===== src/rtl/fpu_divsqrt_if.sv =====
// fpu_divsqrt_if: fc request and fdiv/fsqrt sequencer status bundle; cancel exists only with DIVSQRT_CANCEL_EN.
interface fpu_divsqrt_if #(parameter int CW = 5);
  logic [2:0] fc;
`ifdef DIVSQRT_CANCEL_EN
  logic cancel;
`endif
  logic stall_div_sqrt;
  logic busy;
  logic load;
  logic iter_en;
  logic is_sqrt;
  logic [CW-1:0] count;
  logic done;
  modport master(
`ifdef DIVSQRT_CANCEL_EN
    output cancel,
`endif
    output fc,
    input stall_div_sqrt, busy, load, iter_en, is_sqrt, count, done
  );
  modport slave(
`ifdef DIVSQRT_CANCEL_EN
    input cancel,
`endif
    input fc,
    output stall_div_sqrt, busy, load, iter_en, is_sqrt, count, done
  );
endinterface


===== src/rtl/fpu_divsqrt_seq.sv =====
// fpu_divsqrt_seq: sequencer for the shared iterative fdiv/fsqrt unit (stall, load, iterate, done).
// Optional abort input enabled by defining DIVSQRT_CANCEL_EN.
module fpu_divsqrt_seq #(
  parameter int DIV_ITER  = 14,
  parameter int SQRT_ITER = 12,
  parameter int CW        = 5
) (
  input logic clk,
  input logic rst,
  fpu_divsqrt_if.slave bus
);
  typedef enum logic [1:0] {IDLE, LOAD, ITER, DONE} state_t;
  localparam logic [CW-1:0] DIV_N  = CW'(DIV_ITER - 1);
  localparam logic [CW-1:0] SQRT_N = CW'(SQRT_ITER - 1);
  state_t r_state, w_next;
  logic [CW-1:0] r_count;
  logic r_is_sqrt;
  logic w_cancel, w_stall, w_load, w_iter_en, w_done;
`ifdef DIVSQRT_CANCEL_EN
  assign w_cancel = bus.cancel & (r_state == LOAD || r_state == ITER);
`else
  assign w_cancel = 1'b0;
`endif
  always_comb begin
    w_next    = r_state;
    w_stall   = 1'b0;
    w_load    = 1'b0;
    w_iter_en = 1'b0;
    w_done    = 1'b0;
    case (r_state)
      IDLE: begin
        w_stall = bus.fc[2] & ~rst;
        w_next  = bus.fc[2] ? LOAD : IDLE;
      end
      LOAD: begin
        w_stall = ~w_cancel;
        w_load  = ~w_cancel;
        w_next  = w_cancel ? IDLE : ITER;
      end
      ITER: begin
        w_stall   = ~w_cancel;
        w_iter_en = ~w_cancel;
        w_next    = w_cancel ? IDLE : (r_count == '0 ? DONE : ITER);
      end
      default: begin
        w_done = 1'b1;
        w_next = IDLE;
      end
    endcase
  end
  always_ff @(posedge clk or posedge rst) begin
    if (rst) begin
      r_state   <= IDLE;
      r_count   <= '0;
      r_is_sqrt <= 1'b0;
    end else begin
      r_state <= w_next;
      if (r_state == LOAD && !w_cancel) begin
        r_is_sqrt <= bus.fc[1];
        r_count   <= bus.fc[1] ? SQRT_N : DIV_N;
      end else if (r_state == ITER && r_count != '0) begin
        r_count <= r_count - 1'b1;
      end
    end
  end
  assign bus.stall_div_sqrt = w_stall;
  assign bus.load           = w_load;
  assign bus.iter_en        = w_iter_en;
  assign bus.done           = w_done;
  assign bus.busy           = (r_state == LOAD || r_state == ITER);
  assign bus.is_sqrt        = r_is_sqrt;
  assign bus.count          = r_count;
endmodule


===== src/flat_wrapper.sv =====
// flat-port wrapper written by rule: the top's interface ports become plain ports
module fpu_divsqrt_seq_flat 
#(
  parameter int DIV_ITER  = 14,
  parameter int SQRT_ITER = 12,
  parameter int CW        = 5
)
  (clk, rst, bus_fc, bus_stall_div_sqrt, bus_busy, bus_load, bus_iter_en, bus_is_sqrt, bus_count, bus_done);
  fpu_divsqrt_if #(.CW(CW)) bus_i ();
  input logic clk;
  input logic rst;
  input wire logic [$bits(bus_i.fc)-1:0] bus_fc;
  output wire logic [$bits(bus_i.stall_div_sqrt)-1:0] bus_stall_div_sqrt;
  output wire logic [$bits(bus_i.busy)-1:0] bus_busy;
  output wire logic [$bits(bus_i.load)-1:0] bus_load;
  output wire logic [$bits(bus_i.iter_en)-1:0] bus_iter_en;
  output wire logic [$bits(bus_i.is_sqrt)-1:0] bus_is_sqrt;
  output wire logic [$bits(bus_i.count)-1:0] bus_count;
  output wire logic [$bits(bus_i.done)-1:0] bus_done;
  assign bus_i.fc = bus_fc;
  assign bus_stall_div_sqrt = bus_i.stall_div_sqrt;
  assign bus_busy = bus_i.busy;
  assign bus_load = bus_i.load;
  assign bus_iter_en = bus_i.iter_en;
  assign bus_is_sqrt = bus_i.is_sqrt;
  assign bus_count = bus_i.count;
  assign bus_done = bus_i.done;
  fpu_divsqrt_seq #(.DIV_ITER(DIV_ITER), .SQRT_ITER(SQRT_ITER), .CW(CW)) u_core (.clk(clk), .rst(rst), .bus(bus_i));
endmodule

===== config.mk =====
export PLATFORM = sky130hd
export DESIGN_NAME = fpu_divsqrt_seq_flat
export DESIGN_NICKNAME = d
export VERILOG_FILES = /design/src/rtl/fpu_divsqrt_if.sv /design/src/rtl/fpu_divsqrt_seq.sv /design/src/flat_wrapper.sv
export SDC_FILE = /design/constraint.sdc
export NUM_CORES = 1
export LEC_CHECK = 0
export CORE_AREA = 2 2 39 41
export DETAILED_ROUTE_END_ITERATION = 10
export DIE_AREA = 0 0 41 43
export GPL_TIMING_DRIVEN = 0
export PLACE_DENSITY = 0.75
export SLEW_MARGIN = 10
export SYNTH_ARGS = -nofsm -noshare
export SYNTH_HDL_FRONTEND = slang
export SYNTH_SLANG_ARGS = --single-unit

===== constraint.sdc =====
create_clock -name clk -period 2.39 [get_ports clk]
set_clock_uncertainty 0.2 [all_clocks]
set_input_delay 0.478 -clock clk [delete_from_list [all_inputs] [get_ports clk]]
set_output_delay 0.478 -clock clk [all_outputs]
set_load 0.005 [all_outputs]

==> summary.txt <==
Setup path
  – Crit-path max FO: 3
  – Critical path endpoint category: output pin
  – WP data arrival: 1.65 ns
  – Crit Path Category: flip-flop to output pin
  – R2R depth: 5
  – Startpoint types: flip-flop
  – Required @ worst endpoint: 1.71 ns

Timing
  – Slew @ Worst Pin: 0.509 ns
  – Post-layout min period: 2.32 ns
  – Final Cycle Share: 97.2%
  – Max-slew violation count: 0
  – Fmax achieved: 0.430 GHz
  – Final Hold Fails: 0
  – Worst Setup Slack, final: 0.0660 ns
  – Slew margin rel.: 65.6%
  – Final hold slack: 0.0380 ns
  – # setup viols final: 0

Logic synthesis
  – Area contributors post-synth: dfrtp_1 (45%), ha_1 (14%), inv_1 (5.9%)
  – Most used DFF post-synth: dfrtp_1
  – Synth Register Bits: 8
  – Yosys Warn Count: 0
  – Number of flops mapped to enable cells by yosys: 0
  – Unique masters post-synth: 19
  – Synth Instances: 46
  – Register area share after synthesis: 44.7%
  – Syn_nets: 56
  – Yosys top cell area share: 44.7%
  – Ys async rst share: 100%
  – Syn Area/Cell: 9.74 um^2
  – Post-synth top area cell: dfrtp_1
  – Cell with the most instances after synthesis: dfrtp_1
  – Commonest cells post-synth: dfrtp_1 (8), inv_1 (7), ha_1 (5)
  – Synthesized area: 448 um^2

Clocking
  – Hold Buf Count CTS: 0
  – H-tree levels: 1
  – Clock slew at reported path FFs: 0.06 ns
  – Num CTS Buffers: 3
  – CTS max path bufs: 2
  – Root buf cell: clkbuf_4
  – Clk_lat worst skew: 0.26 ns
  – Clock sink total: 8
  – CTS tree: yes

Run
  – Max cap viols: 0

Detailed routing
  – # DRC: 0
  – First-pass detailed-route iteration total: 2
  – WL/cell: 11.4 um
  – Iteration-0 DRC Markers: 3
  – Post-route ant nets: 0
  – Via count: 404
  – Vias/cell: 4.99
  – Routed WL: 922 um

Global routing
  – Global-route wire length before repair: 1570 um
  – Initial antenna violation count: 0
  – Maximum number of pins on one net before global-route repair: 9
  – Vias in the first global route: 379
  – Global Route Usage Sum: 13.5%
  – GRT overflow: 0

Floorplan
  – Initial Util: 32.4%
  – I/O pins: 16
  – Die X: 41 um
  – Core Footprint: 1380 um^2
  – Die area: 1760 um^2
  – # rows: 14
  – Die Ht: 43 um

Pwr
  – Maximum VDD drop: 0.724 mV
  – Int Pwr: 568 uW
  – Combinational power share: 58.8%
  – PD cells: 1330 nW/um^2
  – Sequential power share: 29.5%
  – Static Leak: 0.301 nW
  – Sw Pwr: 316 uW
  – Clk pwr share: 11.8%
  – Switching Fraction: 35.8%

Min path
  – Hold Crit Class: input port to asynchronous set/reset pin

Placed design
  – Dpl hpwl: 722 um
  – GPL Wtd Cong: 0.721
  – Port Buf Inserts: 14
  – DP Worst Slack: -0.190 ns

Layout
  – Final core occ: 48.1%
  – ANT cells: 0
  – Layout area overhead: 48.6%
  – # nets final: 77
  – Layout cells sized above 1: 16.9%

Outcome
  – Outcome: finished, final reports clean
-- flip-flops by register name (all words and copies together), names as in the netlist --
name,flops
u_core.bus.count,5
u_core.bus.is_sqrt,1
u_core.r_state,2
-- power groups by stage --
stage	logic (mW)	registers, mW	clock network [mW]
after global placement	0.474	0.261	0
after detailed placement	0.479	0.264	0
after floorplan	0.236	0.256	0
final	0.520	0.260	0.104
after global routing	0.584	0.274	0.112
after CTS	0.488	0.261	0.104
-- critical path: stages (launching register included) --
cell,delay [ns]
dfrtp_1,0.40
inv_1,0.13
ha_4,0.22
a31oi_1,0.15
nor2_1,0.05
clkdlybuf4s50_1,0.44
-- cell type report --
| class | instances | area [um^2] |
|---|---|---|
| multi-input combinational | 31 | 236 |
| tap | 16 | 20.0 |
| clock buffer | 3 | 22.5 |
| inverter | 7 | 28.8 |
| sequential | 8 | 200 |
| timing repair buffer | 16 | 158 |
| fill | 134 | 718 |
-- final timing paths --
check | from | endpoint | slack (ns)
setup reg to reg | u_core.r_state[0] | u_core.bus.count[3] | 0.35
min in group clk | u_core.bus.is_sqrt | u_core.bus.is_sqrt | 0.36
hold / removal | rst | u_core.bus.is_sqrt | 0.04
hold reg to reg | u_core.bus.is_sqrt | u_core.bus.is_sqrt | 0.36
setup / recovery | u_core.r_state[0] | bus_stall_div_sqrt | 0.07
max in group asynchronous | rst | u_core.bus.count[2] | 1.82
-- placed cells by master, fill, tap and decap left out, drive strengths merged --
cell,instances
nand3,2
clkbuf,3
nor4b,1
or3b,1
ha,5
or4b,2
inv,7
or3,1
dlymetal6s2s,1
clkdlybuf4s50,13
a21boi,1
nor2,2
dfrtp,8
nor3,1
o21ai,4
or4,1
nand2,4
a21o,1
buf,2
a31oi,1
a21oi,3
o311a,1
-- cell families (layout without fill, tap and decap cells) --
logic type               after synthesis  after routing  share of synthesized area (%)
AND/OR/NAND/NOR                       15             15                           20.4
AO/OA/AOI/OAI                         11             11                           15.1
flip-flops                             8              8                           44.7
buffers and inverters                  7             26                           5.87
adder cells (fa/ha/maj)                5              5                           14.0
-- metal layers --
metal	up-vias	GRT usage [%]	part of all wire [%]
met4	0	8.00	1.5
met5	-	0	0
li1	203	-	-
met3	4	5.76	7.8
met2	14	18.1	48
met1	183	17.3	43
-- what timing repair did --
item / in CTS / in global routing
hold endpoints to repair: 0 / 0
endpoints found under the setup margin: 1 / 1
buffers inserted: 1 / 1
gates resized for setup: 2 / 3
-- stage by stage --
step,setup TNS (ns),cell area [um^2],std cells,power [mW]
2_1_floorplan,0,448,46,0.491
3_3_place_gp,-0.178,608,76,0.735
3_5_place_dp,-0.190,608,76,0.743
4_1_cts,0,641,80,0.854
5_1_grt,-0.00158,666,81,0.971
6_report,0,666,81,0.884
No activity file was read; power rests on OpenSTA's default activity.
